### src/rtl/beat_timebase_pkg.sv
// Shared defaults and beat-counter helpers for the beat timebase.
package beat_timebase_pkg;

  localparam int unsigned DEB_CYCLES_DEF = 500000;
  localparam int unsigned BEAT_DIV_DEF   = 25000000;
  localparam int          CNT_W          = 28;

  // Terminal count (limit minus one) for the beat counter; slow doubles the period.
  function automatic logic [CNT_W-1:0] beat_limit_m1(input logic slow_i, input int unsigned div_i);
    logic [31:0] lim;
    lim = slow_i ? (div_i << 1) : div_i;
    return CNT_W'(lim - 32'd1);
  endfunction

endpackage

### src/rtl/btn_conditioner.sv
// Raw button -> 2-FF sync -> optional debounce (BEAT_TIMEBASE_DEBOUNCE_EN) -> rising-edge pulse.
// Latency from input edge to pulse-driven register change: DEB_CYCLES+3 edges, or 3 without debounce.
module btn_conditioner
  import beat_timebase_pkg::*;
#(
  parameter int unsigned DEB_CYCLES = DEB_CYCLES_DEF
) (
  input  logic clk_i,
  input  logic reset_i,
  input  logic btn_i,
  output logic pulse_o
);

  logic sync1_q, sync2_q;
  logic lvl;
  logic prev_q;

  always_ff @(posedge clk_i or posedge reset_i) begin
    if (reset_i) begin
      sync1_q <= 1'b0;
      sync2_q <= 1'b0;
    end else begin
      sync1_q <= btn_i;
      sync2_q <= sync1_q;
    end
  end

`ifdef BEAT_TIMEBASE_DEBOUNCE_EN
  localparam int DW = $clog2(DEB_CYCLES + 1);

  logic          deb_q, deb_d;
  logic [DW-1:0] cnt_q, cnt_d;

  // Any cycle that agrees with the accepted level restarts the stability count.
  always_comb begin
    deb_d = deb_q;
    cnt_d = '0;
    if (sync2_q != deb_q) begin
      if (cnt_q == DW'(DEB_CYCLES - 1)) begin
        deb_d = ~deb_q;
      end else begin
        cnt_d = cnt_q + 1'b1;
      end
    end
  end

  always_ff @(posedge clk_i or posedge reset_i) begin
    if (reset_i) begin
      deb_q <= 1'b0;
      cnt_q <= '0;
    end else begin
      deb_q <= deb_d;
      cnt_q <= cnt_d;
    end
  end

  assign lvl = deb_q;
`else
  assign lvl = sync2_q;
`endif

  always_ff @(posedge clk_i or posedge reset_i) begin
    if (reset_i) begin
      prev_q <= 1'b0;
    end else begin
      prev_q <= lvl;
    end
  end

  assign pulse_o = lvl & ~prev_q;

endmodule

### src/rtl/beat_timebase.sv
// Button-driven play/slow/mode levels and the beat_en strobe; debounce enabled by BEAT_TIMEBASE_DEBOUNCE_EN.
// beat_en is registered: it rises the cycle after the counter wraps.
module beat_timebase
  import beat_timebase_pkg::*;
#(
  parameter int unsigned DEB_CYCLES = DEB_CYCLES_DEF,
  parameter int unsigned BEAT_DIV   = BEAT_DIV_DEF
) (
  input  logic clk,
  input  logic reset,
  input  logic btn_play,
  input  logic btn_slow,
  input  logic btn_mode,
  output logic play,
  output logic slow,
  output logic mode,
  output logic beat_en
);

  logic pls_play, pls_slow, pls_mode;

  btn_conditioner #(.DEB_CYCLES(DEB_CYCLES)) u_play (
    .clk_i(clk), .reset_i(reset), .btn_i(btn_play), .pulse_o(pls_play)
  );
  btn_conditioner #(.DEB_CYCLES(DEB_CYCLES)) u_slow (
    .clk_i(clk), .reset_i(reset), .btn_i(btn_slow), .pulse_o(pls_slow)
  );
  btn_conditioner #(.DEB_CYCLES(DEB_CYCLES)) u_mode (
    .clk_i(clk), .reset_i(reset), .btn_i(btn_mode), .pulse_o(pls_mode)
  );

  logic             play_q, play_d;
  logic             slow_q, slow_d;
  logic             mode_q, mode_d;
  logic             beat_q, beat_d;
  logic [CNT_W-1:0] cnt_q, cnt_d;
  logic [CNT_W-1:0] lim_m1;

  always_comb begin
    play_d = play_q ^ pls_play;
    slow_d = slow_q ^ pls_slow;
    mode_d = mode_q;
    cnt_d  = cnt_q;
    beat_d = 1'b0;
    lim_m1 = beat_limit_m1(slow_q, BEAT_DIV);
    // A mode change wins over a simultaneous play toggle and restarts the beat.
    if (pls_mode) begin
      mode_d = ~mode_q;
      play_d = 1'b0;
      cnt_d  = '0;
    end else if (play_q && mode_q) begin
      if (cnt_q >= lim_m1) begin
        cnt_d  = '0;
        beat_d = 1'b1;
      end else begin
        cnt_d = cnt_q + 1'b1;
      end
    end
  end

  always_ff @(posedge clk or posedge reset) begin
    if (reset) begin
      play_q <= 1'b0;
      slow_q <= 1'b0;
      mode_q <= 1'b0;
      beat_q <= 1'b0;
      cnt_q  <= '0;
    end else begin
      play_q <= play_d;
      slow_q <= slow_d;
      mode_q <= mode_d;
      beat_q <= beat_d;
      cnt_q  <= cnt_d;
    end
  end

  assign play    = play_q;
  assign slow    = slow_q;
  assign mode    = mode_q;
  assign beat_en = beat_q;

endmodule

### config.mk
export PLATFORM = sky130hd
export DESIGN_NAME = beat_timebase
export DESIGN_NICKNAME = d
export VERILOG_FILES = /design/src/rtl/beat_timebase_pkg.sv /design/src/rtl/btn_conditioner.sv /design/src/rtl/beat_timebase.sv
export SDC_FILE = /design/constraint.sdc
export NUM_CORES = 1
export LEC_CHECK = 0
export BUFFER_PORTS_ARGS = -buffer_cell sky130_fd_sc_hd__buf_2
export CELL_PAD_IN_SITES_DETAIL_PLACEMENT = 1
export CELL_PAD_IN_SITES_GLOBAL_PLACEMENT = 1
export CORE_MARGIN = 5
export CORE_UTILIZATION = 51
export CTS_BUF_LIST = sky130_fd_sc_hd__clkbuf_4
export DETAILED_ROUTE_END_ITERATION = 8
export PLACE_DENSITY_LB_ADDON = 0.2
export SYNTH_ARGS = -nofsm -noshare
export SYNTH_HDL_FRONTEND = slang
export SYNTH_SLANG_ARGS = --single-unit
### constraint.sdc
create_clock -name clk -period 2.4 [get_ports clk]
set_input_delay 0.36 -clock clk [delete_from_list [all_inputs] [get_ports clk]]
set_output_delay 0.36 -clock clk [all_outputs]
set_load 0.1 [all_outputs]
==> run_results.csv <==
group,metric,value,unit
placed_design,dpl_cell_area,2300,sq um
timing,finalHoldViolCount,0,
clock_network,cts_buffer_depth,2,
floorplanning,core_area,4060,sq um
grt,grt_usage,0.216,
grt,grt_max_degree,20,
synthesis,avgSynthCellArea,10.5,sq um
hold_path,hp-class,"input port to flip-flop",
synthesis,yosys.area.top_type_share,0.475,
run,maxCapViolCount,0,
synthesis,synthArstFlopShare,1.00,
timing,finalMaxSlewViolations,0,
grt,first_global_vias,1839,
setup_path,critPathCaptureType,"flip-flop",
clock_network,post-cts-setup-buffers,0,
floorplanning,die_y,75.1,um
routing,drc,0,
cells_and_area,nFillCells,454,
cells_and_area,antenna_cells,0,
clock_network,clock_latency,360,ps
cells_and_area,multi_input_comb_area,1090,sq um
synthesis,yosysTopAreaCell,"dfrtp_1",
grt,grt_use_met3,0.0507,
grt,antenna_found_initial,0,
grt,grt_pass1_wl,9060,um
clock_network,cts.clk_slew.worst_paths,130,ps
timing,worst_pin_slew,682,ps
grt,grtUsageMet1,0.274,
floorplanning,die_x,75.1,um
synthesis,synth_cell_types,44,
synthesis,synth_cells,206,
synthesis,synth_edf_count,0,
synthesis,synth-main-ff-cell,"dfrtp_1",
cells_and_area,syn2layout_area_growth,11.5,%
synthesis,synth.ff_latch_count,41,
synthesis,ys_warn_count,0,
floorplanning,ios,9,
routing,vias,1747,
timing,layout_setup_ws,118,ps
cells_and_area,drive_above_1_share,0.152,
placed_design,hpwl,3910,um
synthesis,netlist_top_cells_area,"dfrtp_1 48%, xor2_1 6.5%, ha_1 5.8%",
cells_and_area,final_cell_mix,"40 x dfrtp_1, 18 x nor3_1, 17 x nand4_1",
floorplanning,initial_utilization,0.532,
grt,grt-ovfl-total,0,
routing,routed_wl,5200,um
setup_path,critical_path_class,"flip-flop to flip-flop",
placed_design,place_congestion,0.790,
clock_network,htree_levels,2,
synthesis,seq_area_frac_synth,0.475,
grt,grt_use_met2,0.357,
routing,wl_per_cell,19.0,um
timing,period_share,0.951,
pwr,p_per_area,716,nW/um^2
placed_design,io_buffers,8,
clock_network,clock-root-buffer,"clkbuf_4",
timing,setup_violations,0,
synthesis,syn-cell-area,2160,sq um
pwr,ir_drop,0.000563,V
routing,first_pass_iters,6,
cells_and_area,seqCellArea,1030,sq um
timing,timing.fmax,438,MHz
timing,finClkSkew,15.5,ps
routing,drt_iter0_drc,105,
synthesis,syn_nets,221,
setup_path,crit_path_start_kind,"flip-flop",
clock_network,clock_sinks,41,
floorplanning,rows,23,
pwr,finalPower,1.72,mW
setup_path,arrival,2520,ps
routing,ant_nets,0,
clock_network,cts_buffers,5,
outcome,status,"complete, no violations",
setup_path,crit_fanout,10,
clock_network,cts_tree,"done",
floorplanning,die-area,5630,sq um
setup_path,cp.required,2640,ps
pwr,p_leak,1.08,nW
routing,vias_per_cell,6.38,
cells_and_area,nNetsFinal,238,
grt,grt-busiest-layer,"met2",
cells_and_area,design_area,2410,sq um
timing,relSlewSlack,0.545,
cells_and_area,layout_commonest_cell,"dfrtp_1",
timing,min_period,2280,ps
placed_design,place_ws,82.7,ps
routing by layer:
layer  part of all wire  wire length, um
met1               0.44             2280
met4              0.027              142
met2               0.49             2560
met3              0.041              214
met5                  0                0
final cells by class:
| type | count | area share |
|---|---|---|
| clock inverters | 3 | 0.0192 |
| clock buffers | 5 | 0.0156 |
| inverters | 5 | 0.00780 |
| well taps | 50 | 0.0260 |
| flip-flops and latches | 41 | 0.428 |
| multi-input cells | 153 | 0.453 |
| repair buffers | 17 | 0.0509 |
path summary, 6_finish.rpt:
kind | slack [ps] | endpoint | start | depth (start not counted)
min in group asynchronous | 490 | cnt_q[3]$_DFFE_PP0P_ | reset | 3
worst max register to register | 120 | cnt_q[24]$_DFFE_PP0P_ | slow$_DFF_PP0_ | 7
worst max-delay path | 120 | cnt_q[24]$_DFFE_PP0P_ | slow$_DFF_PP0_ | 7
worst min-delay path | 100 | u_mode.sync1_q$_DFF_PP0_ | btn_mode | 1
worst min register to register | 370 | u_mode.lvl$_DFF_PP0_ | u_mode.sync1_q$_DFF_PP0_ | 0
max in group asynchronous | 1330 | u_mode.prev_q$_DFF_PP0_ | reset | 4
power by group:
part           internal [mW]  switching [mW]
sequential             0.740          0.0554
clock                  0.220           0.242
combinational          0.133           0.333
total                   1.09           0.630
registers in the layout, summed over array words and instances, names as in the netlist:
signal / count
cnt_q: 28
beat_en: 1
mode: 1
play: 1
slow: 1
u_mode.lvl: 1
u_mode.prev_q: 1
u_mode.sync1_q: 1
u_play.lvl: 1
u_play.prev_q: 1
u_play.sync1_q: 1
u_slow.lvl: 1
u_slow.prev_q: 1
u_slow.sync1_q: 1
synth_stat cells (2+ instances only):
master / n
a21oi_1: 3
a31oi_1: 7
and2_1: 3
and3_1: 6
and4_1: 4
buf_2: 2
clkbuf_1: 2
dfrtp_1: 41
ha_1: 10
inv_1: 5
nand2_1: 16
nand2b_1: 3
nand3_1: 7
nand4_1: 17
nor2_1: 7
nor2b_1: 4
nor3_1: 18
o21ai_0: 5
xnor2_1: 6
xor2_1: 16
timing repair:
action,in CTS,in global routing
endpoints found under the setup margin,0,7
gates resized for setup,0,2
endpoints found under the hold margin,8,0
hold buffers,1,0
critical path, stage by stage, from the launching register on:
cell and delay [ps]:
dfrtp_4 540, ha_1 300, nor4bb_4 340, nand2_1 90, a2111o_1 400, buf_4 200, a41oi_2 160, o22ai_1 130
through the flow:
step | TNS (ps) | hold slack (ps) | std cells | utilization
2_1_floorplan | 0 | 331 | 206 | -
3_3_place_gp | 0 | 334 | 265 | 0.568
6_report | 0 | 101 | 274 | 0.593
4_1_cts | 0 | 80.5 | 274 | 0.591
5_1_grt | -0.582 | 66.9 | 274 | 0.593
3_5_place_dp | 0 | 336 | 265 | 0.568
cell families (layout without fill, tap and decap cells):
| kind of cell | after synthesis | in the layout | share of synthesized area |
|---|---|---|---|
| buf+inv | 12 | 30 | 0.0272 |
| fa+ha+maj | 10 | 10 | 0.0580 |
| compound gates | 28 | 28 | 0.0986 |
| flops | 41 | 41 | 0.475 |
| xor+xnor | 22 | 22 | 0.0893 |
| simple gates | 93 | 93 | 0.252 |
No activity file was read; power rests on OpenSTA's default activity.
